## config.mk

```make
export PLATFORM = sky130hd
export DESIGN_NAME = fpu_fma_dispatch_flat
export DESIGN_NICKNAME = d
export VERILOG_FILES = /design/src/rtl/fpu_pkg.sv /design/src/rtl/fpu_fma_dispatch_if.sv /design/src/rtl/fpu_pair_fifo.sv /design/src/rtl/fpu_fma_dispatch.sv /design/src/flat_wrapper.sv
export SDC_FILE = /design/constraint.sdc
export NUM_CORES = 1
export LEC_CHECK = 0
export CAP_MARGIN = 20
export CORE_MARGIN = 4
export CORE_UTILIZATION = 55
export CTS_CLUSTER_DIAMETER = 80
export CTS_CLUSTER_SIZE = 30
export DETAILED_ROUTE_END_ITERATION = 12
export GPL_ROUTABILITY_DRIVEN = 0
export PLACE_DENSITY_LB_ADDON = 0.05
export SYNTH_ARGS = -nofsm -noshare
export SYNTH_HDL_FRONTEND = slang
export SYNTH_SLANG_ARGS = --single-unit
```

## constraint.sdc

```tcl
create_clock -name clk -period 9.8 [get_ports clk]
set_clock_uncertainty 0.2 [all_clocks]
set_input_delay 2.45 -clock clk [delete_from_list [all_inputs] [get_ports clk]]
set_output_delay 2.45 -clock clk [all_outputs]
set_load 0.02 [all_outputs]
```

## src/rtl/fpu_pkg.sv

```systemverilog
// -----------------------------------------------------------------------------
// fpu_pkg
// Shared definitions for the FMA operand dispatcher:
//   FP               - operand width in bits (single-precision layout)
//   DEPTH_DEFAULT    - default depth of the operand-pair FIFO
//   float_sp         - single-precision field view of an operand
//   dispatch_state_e - dispatcher FSM state encoding (2 bits)
//   pair_a/pair_b    - helpers that split a packed {A,B} FIFO word
// -----------------------------------------------------------------------------
package fpu_pkg;

  localparam int FP            = 32;
  localparam int DEPTH_DEFAULT = 4;

  typedef struct packed {
    logic        sign;
    logic [7:0]  exp;
    logic [22:0] mant;
  } float_sp;

  typedef enum logic [1:0] {
    IDLE = 2'd0,
    SEND = 2'd1,
    WAIT = 2'd2
  } dispatch_state_e;

  // A occupies the upper half of the FIFO word, B the lower half.
  function automatic logic [FP-1:0] pair_a(input logic [2*FP-1:0] pair);
    return pair[2*FP-1:FP];
  endfunction

  function automatic logic [FP-1:0] pair_b(input logic [2*FP-1:0] pair);
    return pair[FP-1:0];
  endfunction

endpackage

```

## src/rtl/fpu_fma_dispatch_if.sv

```systemverilog
// -----------------------------------------------------------------------------
// fpu_fma_dispatch_if
// Bundles every non-clock/reset signal of the dispatcher.
//   Producer side : op_valid_in, op_ready_out, op_a_in, op_b_in
//   FMA channel 0 : float_0_out, float_0_req_out, float_0_busy_in
//   FMA channel 1 : float_1_out, float_1_req_out, float_1_busy_in
//   FMA status    : fma_busy_in, ready_answer_in, overflow_in, underflow_in
//   Observability : issued_count_out, exception_out, state_out
// Modports:
//   slave  - the dispatcher (consumes operands, drives the FMA channels)
//   master - the environment (producer + FMA)
// -----------------------------------------------------------------------------
interface fpu_fma_dispatch_if #(
  parameter int FP = fpu_pkg::FP
);
  import fpu_pkg::*;

  logic            op_valid_in;
  logic            op_ready_out;
  logic [FP-1:0]   op_a_in;
  logic [FP-1:0]   op_b_in;

  logic [FP-1:0]   float_0_out;
  logic            float_0_req_out;
  logic            float_0_busy_in;
  logic [FP-1:0]   float_1_out;
  logic            float_1_req_out;
  logic            float_1_busy_in;

  logic            fma_busy_in;
  logic            ready_answer_in;
  logic            overflow_in;
  logic            underflow_in;

  logic [7:0]      issued_count_out;
  logic            exception_out;
  dispatch_state_e state_out;

  modport slave (
    input  op_valid_in, op_a_in, op_b_in,
    input  float_0_busy_in, float_1_busy_in,
    input  fma_busy_in, ready_answer_in, overflow_in, underflow_in,
    output op_ready_out,
    output float_0_out, float_0_req_out, float_1_out, float_1_req_out,
    output issued_count_out, exception_out, state_out
  );

  modport master (
    output op_valid_in, op_a_in, op_b_in,
    output float_0_busy_in, float_1_busy_in,
    output fma_busy_in, ready_answer_in, overflow_in, underflow_in,
    input  op_ready_out,
    input  float_0_out, float_0_req_out, float_1_out, float_1_req_out,
    input  issued_count_out, exception_out, state_out
  );

endinterface

```

## src/rtl/fpu_pair_fifo.sv

```systemverilog
// -----------------------------------------------------------------------------
// fpu_pair_fifo
// Synchronous FIFO holding packed {A,B} operand pairs.
//   clk, rst  - clock, asynchronous active-high reset (empties the FIFO)
//   push_i    - write data_i (ignored when full)
//   pop_i     - drop the head entry (ignored when empty)
//   data_i    - W-bit entry to write
//   full_o    - DEPTH entries held
//   empty_o   - no entries held
//   head_o    - oldest entry (only meaningful when !empty_o)
// DEPTH must be a power of two so the pointers wrap naturally.
// -----------------------------------------------------------------------------
module fpu_pair_fifo #(
  parameter int W     = 64,
  parameter int DEPTH = 4
) (
  input  logic         clk,
  input  logic         rst,
  input  logic         push_i,
  input  logic         pop_i,
  input  logic [W-1:0] data_i,
  output logic         full_o,
  output logic         empty_o,
  output logic [W-1:0] head_o
);

  localparam int AW = (DEPTH > 1) ? $clog2(DEPTH) : 1;
  localparam int CW = AW + 1;

  logic [W-1:0]  mem_q [DEPTH];
  logic [AW-1:0] wr_q, wr_d;
  logic [AW-1:0] rd_q, rd_d;
  logic [CW-1:0] cnt_q, cnt_d;
  logic          push_ok, pop_ok;

  assign full_o  = (cnt_q == CW'(DEPTH));
  assign empty_o = (cnt_q == '0);
  assign head_o  = mem_q[rd_q];

  assign push_ok = push_i && !full_o;
  assign pop_ok  = pop_i && !empty_o;

  always_comb begin
    wr_d  = wr_q;
    rd_d  = rd_q;
    cnt_d = cnt_q;
    if (push_ok) wr_d = wr_q + AW'(1);
    if (pop_ok)  rd_d = rd_q + AW'(1);
    // Simultaneous push and pop leaves the occupancy unchanged.
    unique case ({push_ok, pop_ok})
      2'b10:   cnt_d = cnt_q + CW'(1);
      2'b01:   cnt_d = cnt_q - CW'(1);
      default: cnt_d = cnt_q;
    endcase
  end

  // Storage is not reset: reset only clears the pointers, which discards
  // whatever the array still holds.
  always_ff @(posedge clk) begin
    if (push_ok) mem_q[wr_q] <= data_i;
  end

  always_ff @(posedge clk or posedge rst) begin
    if (rst) begin
      wr_q  <= '0;
      rd_q  <= '0;
      cnt_q <= '0;
    end else begin
      wr_q  <= wr_d;
      rd_q  <= rd_d;
      cnt_q <= cnt_d;
    end
  end

endmodule

```

## src/rtl/fpu_fma_dispatch.sv

```systemverilog
// -----------------------------------------------------------------------------
// fpu_fma_dispatch
// Buffers {A,B} operand pairs from a valid/ready producer and hands them to an
// FMA over two independent req/busy channels (channel 0 = A, channel 1 = B),
// then waits for the FMA's ready_answer pulse before dispatching the next pair.
//   clk - clock, all state changes on its rising edge
//   rst - asynchronous active-high reset
//   bus - fpu_fma_dispatch_if.slave: producer handshake, FMA channels,
//         FMA status, and the issued-count / sticky-exception / state outputs
// FSM: IDLE -> SEND (FIFO non-empty and FMA not busy)
//      SEND -> WAIT (both channels transferred; head popped on that edge)
//      WAIT -> IDLE (ready_answer_in; count and exception updated)
// -----------------------------------------------------------------------------
module fpu_fma_dispatch #(
  parameter int FP    = fpu_pkg::FP,
  parameter int DEPTH = fpu_pkg::DEPTH_DEFAULT
) (
  input  logic                clk,
  input  logic                rst,
  fpu_fma_dispatch_if.slave   bus
);
  import fpu_pkg::*;

  localparam int PW = 2 * FP;

  logic          fifo_push, fifo_pop, fifo_full, fifo_empty;
  logic [PW-1:0] fifo_head;

  dispatch_state_e state_q;
  logic            req0_q, req1_q;
  logic            sent0_q, sent1_q;
  logic [FP-1:0]   float0_q, float1_q;
  logic [7:0]      cnt_q, cnt_d;
  logic            exc_q, exc_d;

  logic xfer0, xfer1, done0, done1, start;

  // No bypass: a pair offered while full simply waits for a pop.
  assign fifo_push        = bus.op_valid_in && !fifo_full;
  assign bus.op_ready_out = !fifo_full;

  fpu_pair_fifo #(
    .W     (PW),
    .DEPTH (DEPTH)
  ) u_fifo (
    .clk     (clk),
    .rst     (rst),
    .push_i  (fifo_push),
    .pop_i   (fifo_pop),
    .data_i  ({bus.op_a_in, bus.op_b_in}),
    .full_o  (fifo_full),
    .empty_o (fifo_empty),
    .head_o  (fifo_head)
  );

  // A channel is finished once it has transferred earlier (sent flag) or is
  // transferring on this edge; SEND ends when both are finished, which also
  // covers both channels completing on the same edge.
  assign xfer0    = req0_q && !bus.float_0_busy_in;
  assign xfer1    = req1_q && !bus.float_1_busy_in;
  assign done0    = sent0_q || xfer0;
  assign done1    = sent1_q || xfer1;
  assign start    = (state_q == IDLE) && !fifo_empty && !bus.fma_busy_in;
  assign fifo_pop = (state_q == SEND) && done0 && done1;

  // Issued count wraps 255 -> 0; the exception flag is sticky until reset.
  always_comb begin
    cnt_d = cnt_q + 8'd1;
    exc_d = exc_q || bus.overflow_in || bus.underflow_in;
  end

  always_ff @(posedge clk or posedge rst) begin
    if (rst) begin
      state_q  <= IDLE;
      req0_q   <= 1'b0;
      req1_q   <= 1'b0;
      sent0_q  <= 1'b0;
      sent1_q  <= 1'b0;
      float0_q <= '0;
      float1_q <= '0;
      cnt_q    <= '0;
      exc_q    <= 1'b0;
    end else begin
      unique case (state_q)
        IDLE: begin
          if (start) begin
            state_q  <= SEND;
            req0_q   <= 1'b1;
            req1_q   <= 1'b1;
            sent0_q  <= 1'b0;
            sent1_q  <= 1'b0;
            // Operands are latched here so they stay stable for all of SEND.
            float0_q <= pair_a(fifo_head);
            float1_q <= pair_b(fifo_head);
          end
        end
        SEND: begin
          if (done0 && done1) begin
            state_q <= WAIT;
            req0_q  <= 1'b0;
            req1_q  <= 1'b0;
            sent0_q <= 1'b0;
            sent1_q <= 1'b0;
          end else begin
            if (xfer0) begin
              req0_q  <= 1'b0;
              sent0_q <= 1'b1;
            end
            if (xfer1) begin
              req1_q  <= 1'b0;
              sent1_q <= 1'b1;
            end
          end
        end
        WAIT: begin
          if (bus.ready_answer_in) begin
            state_q <= IDLE;
            cnt_q   <= cnt_d;
            exc_q   <= exc_d;
          end
        end
        default: begin
          state_q <= IDLE;
          req0_q  <= 1'b0;
          req1_q  <= 1'b0;
          sent0_q <= 1'b0;
          sent1_q <= 1'b0;
        end
      endcase
    end
  end

  assign bus.float_0_out      = float0_q;
  assign bus.float_1_out      = float1_q;
  assign bus.float_0_req_out  = req0_q;
  assign bus.float_1_req_out  = req1_q;
  assign bus.issued_count_out = cnt_q;
  assign bus.exception_out    = exc_q;
  assign bus.state_out        = state_q;

endmodule

```

## src/flat_wrapper.sv

```systemverilog
// flat-port wrapper written by rule: the top's interface ports become plain ports
module fpu_fma_dispatch_flat import fpu_pkg::*;
#(
  parameter int FP    = fpu_pkg::FP,
  parameter int DEPTH = fpu_pkg::DEPTH_DEFAULT
)
  (clk, rst, bus_op_valid_in, bus_op_a_in, bus_op_b_in, bus_float_0_busy_in, bus_float_1_busy_in, bus_fma_busy_in, bus_ready_answer_in, bus_overflow_in, bus_underflow_in, bus_op_ready_out, bus_float_0_out, bus_float_0_req_out, bus_float_1_out, bus_float_1_req_out, bus_issued_count_out, bus_exception_out, bus_state_out);
  fpu_fma_dispatch_if #(.FP(FP)) bus_i ();
  input  logic clk;
  input  logic rst;
  input wire logic [$bits(bus_i.op_valid_in)-1:0] bus_op_valid_in;
  input wire logic [$bits(bus_i.op_a_in)-1:0] bus_op_a_in;
  input wire logic [$bits(bus_i.op_b_in)-1:0] bus_op_b_in;
  input wire logic [$bits(bus_i.float_0_busy_in)-1:0] bus_float_0_busy_in;
  input wire logic [$bits(bus_i.float_1_busy_in)-1:0] bus_float_1_busy_in;
  input wire logic [$bits(bus_i.fma_busy_in)-1:0] bus_fma_busy_in;
  input wire logic [$bits(bus_i.ready_answer_in)-1:0] bus_ready_answer_in;
  input wire logic [$bits(bus_i.overflow_in)-1:0] bus_overflow_in;
  input wire logic [$bits(bus_i.underflow_in)-1:0] bus_underflow_in;
  output wire logic [$bits(bus_i.op_ready_out)-1:0] bus_op_ready_out;
  output wire logic [$bits(bus_i.float_0_out)-1:0] bus_float_0_out;
  output wire logic [$bits(bus_i.float_0_req_out)-1:0] bus_float_0_req_out;
  output wire logic [$bits(bus_i.float_1_out)-1:0] bus_float_1_out;
  output wire logic [$bits(bus_i.float_1_req_out)-1:0] bus_float_1_req_out;
  output wire logic [$bits(bus_i.issued_count_out)-1:0] bus_issued_count_out;
  output wire logic [$bits(bus_i.exception_out)-1:0] bus_exception_out;
  output wire logic [$bits(bus_i.state_out)-1:0] bus_state_out;
  assign bus_i.op_valid_in = bus_op_valid_in;
  assign bus_i.op_a_in = bus_op_a_in;
  assign bus_i.op_b_in = bus_op_b_in;
  assign bus_i.float_0_busy_in = bus_float_0_busy_in;
  assign bus_i.float_1_busy_in = bus_float_1_busy_in;
  assign bus_i.fma_busy_in = bus_fma_busy_in;
  assign bus_i.ready_answer_in = bus_ready_answer_in;
  assign bus_i.overflow_in = bus_overflow_in;
  assign bus_i.underflow_in = bus_underflow_in;
  assign bus_op_ready_out = bus_i.op_ready_out;
  assign bus_float_0_out = bus_i.float_0_out;
  assign bus_float_0_req_out = bus_i.float_0_req_out;
  assign bus_float_1_out = bus_i.float_1_out;
  assign bus_float_1_req_out = bus_i.float_1_req_out;
  assign bus_issued_count_out = bus_i.issued_count_out;
  assign bus_exception_out = bus_i.exception_out;
  assign bus_state_out = bus_i.state_out;
  fpu_fma_dispatch #(.FP(FP), .DEPTH(DEPTH)) u_core (.clk(clk), .rst(rst), .bus(bus_i));
endmodule
```

==> flow_metrics.py, run 1 <==
metrics = {
    "flow_run": {
        "maxCapViolations": 0,
    },
    "sta": {
        "post-route-min-period_ns": 4.477,
        "finalSetupViolations": 0,
        "setup_tns_ns": 0,
        "rsz0062_at_grt": "no",
        "worst_slew_pin_slew_ns": 1.087,
        "slew_headroom_pct": 27.55,
        "period_share_pct": 45.69,
        "slew_viol_final": 0,
        "fmax_mhz": 223.3,
        "hold_viol": 0,
    },
    "power": {
        "p_leak_nw": 5.159,
        "power_density_nw_per_um2": 292.4,
        "peakVddDrop_mv": 0.2128,
    },
    "logic_synthesis": {
        "avgSynthCellArea_um2": 22.17,
        "ys_types": 34,
        "synth_edf_count": 256,
        "synth_commonest_cells": "edfxtp_1 (256), dfrtp_1 (86), mux2_2 (65)",
        "netlist_instances": 573,
        "syn_nets": 653,
        "yosysMostFrequentCell": "edfxtp_1",
        "synth-seq-cells": 342,
        "synthFlopType": "edfxtp_1",
        "mappedNetlistArea_um2": 12700,
        "synth.top_cell.area_share_pct": 60.51,
        "synth_area_leaders": "edfxtp_1 (61%), dfrtp_1 (17%), mux4_2 (11%), mux2_2 (5.8%), buf_6 (0.80%)",
        "yosysWarnings": 0,
        "synth_area_leader_cell": "edfxtp_1",
        "synth-async-reset-ratio_pct": 25.15,
        "synth_seq_area_share_pct": 77.45,
    },
    "clock_tree": {
        "clockRootBuffer": "clkbuf_16",
        "cts.repair.resized": 0,
        "clk_path_buf_depth": 3,
        "cts_hold_buf": 0,
        "htree_levels": 1,
        "clk_pin_slew_ns": 0.10,
        "post_cts_buffers": 0,
        "tritoncts": "done",
        "clk_latency_ns": 0.50,
        "cts_sinks": 342,
        "cts_made_buffers": 16,
    },
    "global_routing": {
        "grt_pass1_wl_um": 36290,
        "grt_max_degree": 66,
        "grt_overflow": 0,
        "antenna_found_initial": 2,
        "grt_pass1_vias": 6349,
        "grt_usage_pct": 18.24,
    },
    "critical_path": {
        "critical_path_class": "reg -> out",
        "cp.arrival_ns": 1.83,
        "path_cells": "inv_1 -> nand3_1 -> clkdlybuf4s50_1",
        "crit_required_ns": 7.15,
        "cp_slowest_stage_delay_ns": 0.65,
        "setup.worst_path.start_class": "flop",
        "cp_num_buf_inv": 2,
        "path_delay_family": "buffers and inverters",
        "path_max_fanout": 6,
        "critPathSlowestCell": "clkdlybuf4s50_1",
        "end_kind": "primary output",
    },
    "min_path": {
        "worstHoldPathType": "reg -> reg",
    },
    "detailed_routing": {
        "vias": 5852,
        "vias_per_cell": 5.743,
        "dr.pass1.iters": 4,
        "ant_nets": 0,
        "wl_per_cell_um": 22.39,
        "drt-total-wl_um": 22820,
        "drc": 0,
        "drtIter0Drc": 384,
    },
    "place": {
        "numPortBuffers": 150,
        "place_area_um2": 14490,
        "post-dp-hpwl_um": 12920,
    },
    "floorplan": {
        "coreArea_um2": 22710,
        "ios": 151,
        "die_x_um": 160.0,
        "initial_utilization_pct": 55.94,
        "row_count": 55,
        "dieHeight_um": 160.0,
        "dieArea_um2": 25600,
    },
    "finish": {
        "syn_to_final_growth_pct": 18.25,
        "fillers": 1506,
        "nets": 803,
        "utilization_pct": 66.15,
        "final_cell_area_um2": 15020,
        "drive_gt1_share_pct": 22.24,
    },
    "outcome": {
        "status": "complete, no violations",
    },
}
-- logic make-up after synthesis --
| kind of cell | share of synthesized area (%) |
|---|---|
| and+or+nand+nor | 1.822 |
| xor gates and xnor gates | 0.8962 |
| muxes | 17.19 |
| adders and majority gates | 0.7485 |
| DFF | 77.45 |
| AOI/OAI and AO/OA | 0.4531 |
| buffers and inverters | 1.448 |
-- cells in the final DEF, fill, tap and decap left out, drive strengths merged, types with 2 or more instances in the layout --
cell,netlist,layout
dfrtp,86,86
mux4,64,64
nand4,3,3
nand3b,2,2
nand4b,2,2
mux2,65,65
clkbuf,5,23
edfxtp,256,256
nand3,3,3
clkinv,0,2
nor2,10,10
and3,4,4
clkdlybuf4s50,0,150
nor2b,5,5
a21oi,2,2
xor2,5,5
inv,8,10
o21ai,2,2
buf,16,3
nand2,10,10
xnor2,8,8
ha,6,6
-- metrics by stage --
step                      setup slack (ns)  std cells  hold WS, ns  power (W)
after floorplan                      4.928        573       0.2628   0.003098
after global placement               4.867        989       0.2573   0.003615
after detailed placement             4.877        990       0.2703   0.003671
after CTS                            5.294       1018       0.2984   0.004467
after global routing                 5.211       1019       0.3137   0.004637
final                                5.323       1019       0.2887   0.004393
-- area by class of cell --
| type | count | area [um^2] | area share [%] |
|---|---|---|---|
| antenna | 1 | 2.502 | 0.01666 |
| tap | 285 | 356.6 | 2.374 |
| inverter | 8 | 32.53 | 0.2165 |
| timing repair buffer | 153 | 1544 | 10.28 |
| clock buffer | 23 | 447.9 | 2.982 |
| sequential | 342 | 9847 | 65.54 |
| multi-input combinational | 202 | 2710 | 18.04 |
| clock inverter | 5 | 82.58 | 0.5497 |
-- worst paths after layout --
path / from / cells after the start / slack [ns] / to
setup / recovery: u_core.u_fifo.cnt_q[0]$_DFFE_PP0P_ / 3 / 5.32 / bus_op_ready_out
hold reg to reg: u_core.bus.exception_out$_DFFE_PP0P_ / 1 / 0.29 / u_core.bus.exception_out$_DFFE_PP0P_
setup reg to reg: u_core.u_fifo.rd_q[0]$_DFFE_PP0P_ / 3 / 7.02 / u_core.bus.float_0_out[2]$_DFFE_PP0P_
max in group asynchronous: rst / 3 / 6.04 / u_core.u_fifo.rd_q[0]$_DFFE_PP0P_
min in group asynchronous: rst / 2 / 2.09 / u_core.bus.float_1_out[29]$_DFFE_PP0P_
hold / removal: u_core.bus.exception_out$_DFFE_PP0P_ / 1 / 0.29 / u_core.bus.exception_out$_DFFE_PP0P_
-- report_power, final --
part	leakage (nW)	internal, W	switching (W)
Sequential	3.38	0.00197	0.000241
Clock	0.255	0.000361	0.000433
Combinational	1.53	0.000752	0.000636
Total	5.16	0.00308	0.00131
-- flip-flops by register name, indices dropped and copies added, names as in the netlist, 2 cells and up --
signal and count:
u_core.bus.float_0_out 32, u_core.bus.issued_count_out 8, u_core.bus.float_1_out 32, u_core.u_fifo.mem_q 256, u_core.u_fifo.wr_q 2, u_core.u_fifo.cnt_q 3, u_core.bus.state_out 2, u_core.u_fifo.rd_q 2
-- worst reg2reg max path, cell delays in order (launching register included) --
cell	delay, ns
dfrtp_4	0.83
buf_4	0.76
mux4_2	0.61
mux2_2	0.27
-- per-layer routing --
| layer | global-route usage, % | part of all wire, % | up-vias |
|---|---|---|---|
| met5 | 0 | 0.057 | - |
| met3 | 3.845 | 5.5 | 25 |
| li1 | - | - | 2577 |
| met4 | 3.637 | 1.9 | 2 |
| met1 | 24.56 | 41 | 3116 |
| met2 | 31.48 | 52 | 132 |
No activity file was read; power rests on OpenSTA's default activity.
==> inputs of run 2 (changes only) <==
- clock period: 9.8 -> 4.27 ns (I/O delays scaled with it)
==> flow_metrics.py, run 2 (synthesis gave the netlist of run 1 again) <==
metrics = {
    "finish": {
        "nets": 809,
        "drive_gt1_share_pct": 22.52,
        "final_cell_area_um2": 15010,
        "largest_reg_flops": 256,
        "utilization_pct": 66.12,
        "mostFrequentLayoutCell": "edfxtp_1",
        "final_cell_mix": "edfxtp_1 (256), clkdlybuf4s50_1 (150), dfrtp_1 (84), mux2_2 (65), mux4_2 (64)",
        "top_register": "u_core.u_fifo.mem_q",
        "syn_to_final_growth_pct": 18.18,
    },
    "power": {
        "power_w": 0.009948,
        "power_density_nw_per_um2": 662.6,
        "p_leak_nw": 5.149,
        "peakVddDrop_mv": 0.4423,
    },
    "detailed_routing": {
        "drtIter0Drc": 338,
        "drt-total-wl_um": 22980,
        "dr.pass1.iters": 5,
        "vias": 5825,
        "wl_per_cell_um": 22.46,
        "vias_per_cell": 5.694,
        "drc": 0,
        "ant_nets": 0,
    },
    "clock_tree": {
        "cts.repair.resized": 0,
        "cts_made_buffers": 15,
        "clk_path_buf_depth": 3,
        "cts_sinks": 342,
        "clk_latency_ns": 0.49,
        "tritoncts": "done",
        "post_cts_buffers": 0,
        "clk_pin_slew_ns": 0.10,
        "clockRootBuffer": "clkbuf_16",
        "cts_hold_buf": 0,
        "htree_levels": 1,
    },
    "floorplan": {
        "die_x_um": 160.0,
        "row_count": 55,
        "dieHeight_um": 160.0,
        "ios": 151,
        "dieArea_um2": 25600,
        "initial_utilization_pct": 55.94,
        "coreArea_um2": 22710,
    },
    "critical_path": {
        "critical_path_class": "reg -> out",
        "r2r-end": "u_core.bus.float_1_out[11]$_DFFE_PP0P_",
        "startpoint": "u_core.u_fifo.cnt_q[0]$_DFFE_PP0P_",
        "r2r_setup_slack_ns": 1.72,
        "endpoint": "bus_op_ready_out",
        "reg2reg_depth": 4,
        "cp_slowest_stage_delay_ns": 0.67,
        "end_kind": "primary output",
        "cp.arrival_ns": 1.85,
        "critPathSlowestCell": "clkdlybuf4s50_1",
        "setup.worst_path.start_class": "flop",
        "path_cells": "inv_1 -> nand3_1 -> clkdlybuf4s50_1",
        "path_max_fanout": 6,
        "crit_required_ns": 3.00,
        "r2r-start": "u_core.u_fifo.cnt_q[0]$_DFFE_PP0P_",
    },
    "sta": {
        "setup_tns_ns": 0,
        "slew_headroom_pct": 29.64,
        "finalSetupViolations": 0,
        "rsz0062_at_grt": "no",
        "hold_viol": 0,
        "period_share_pct": 72.95,
        "worst_slew_pin_slew_ns": 1.055,
        "fmax_mhz": 321.0,
        "post-route-min-period_ns": 3.115,
        "slew_viol_final": 0,
    },
    "global_routing": {
        "grt_overflow": 0,
        "antenna_found_initial": 0,
        "grt_usage_pct": 18.10,
        "grt_max_degree": 66,
        "grt_pass1_wl_um": 36180,
        "grt_pass1_vias": 6325,
    },
    "flow_run": {
        "maxCapViolations": 0,
    },
    "place": {
        "place_area_um2": 14590,
        "post-dp-hpwl_um": 13890,
        "numPortBuffers": 150,
    },
    "outcome": {
        "status": "complete, no violations",
    },
    "min_path": {
        "worstHoldPathType": "reg -> reg",
    },
}
run 2: through the flow:
step / setup slack, ns / hold WS (ns) / std cells
floorplan: 0.7807 / 0.2628 / 573
global placement: 0.8917 / 0.2585 / 997
detailed placement: 0.7589 / 0.2629 / 997
CTS: 1.104 / 0.2843 / 1022
global route: 1.052 / 0.2907 / 1022
finish: 1.155 / 0.2822 / 1023
run 2: worst max-delay path, delay by kind of cell, from the launching register on:
kind                   cells  cell delay, ns
flip-flops                 1            0.41
AND/OR/NAND/NOR            1            0.19
buffers and inverters      2            0.76
run 2: routing by layer:
| metal | global-route usage [%] | vias up | wire (um) |
|---|---|---|---|
| li1 | - | 2593 | - |
| met1 | 24.91 | 3091 | 9967 |
| met2 | 30.83 | 130 | 11620 |
| met3 | 4.052 | 11 | 1186 |
| met4 | 2.894 | 0 | 204 |
| met5 | 0 | - | 0 |
run 2: area by class of cell:
class                      count  area [um^2]
antenna                        1        2.502
clock buffer                  22        401.6
clock inverter                 3        25.02
fill                        1522         7695
inverter                       8        32.53
multi-input combinational    202         2710
sequential                   342         9847
tap                          285        356.6
timing repair buffer         160         1639
run 2: how the worst min path moves through the flow:
stage	startpoint	end	slack (ns)	cells after the start
CTS	u_core.bus.issued_count_out[7]$_DFFE_PP0P_	u_core.bus.issued_count_out[7]$_DFFE_PP0P_	0.28	1
detailed placement	u_core.bus.exception_out$_DFFE_PP0P_	u_core.bus.exception_out$_DFFE_PP0P_	0.26	1
finish	u_core.bus.issued_count_out[7]$_DFFE_PP0P_	u_core.bus.issued_count_out[7]$_DFFE_PP0P_	0.28	1
global route	u_core.bus.issued_count_out[7]$_DFFE_PP0P_	u_core.bus.issued_count_out[7]$_DFFE_PP0P_	0.29	1
global placement	u_core.bus.exception_out$_DFFE_PP0P_	u_core.bus.exception_out$_DFFE_PP0P_	0.26	1
floorplan	u_core.sent0_q$_DFFE_PP0P_	u_core.sent0_q$_DFFE_PP0P_	0.26	2
run 2: power breakdown:
part / total [W] / leakage [nW] / switching (W) / internal (W)
Combinational: 0.00325 / 1.57 / 0.00148 / 0.00178
Sequential: 0.00507 / 3.38 / 0.000568 / 0.00451
Clock: 0.00162 / 0.202 / 0.000944 / 0.000676
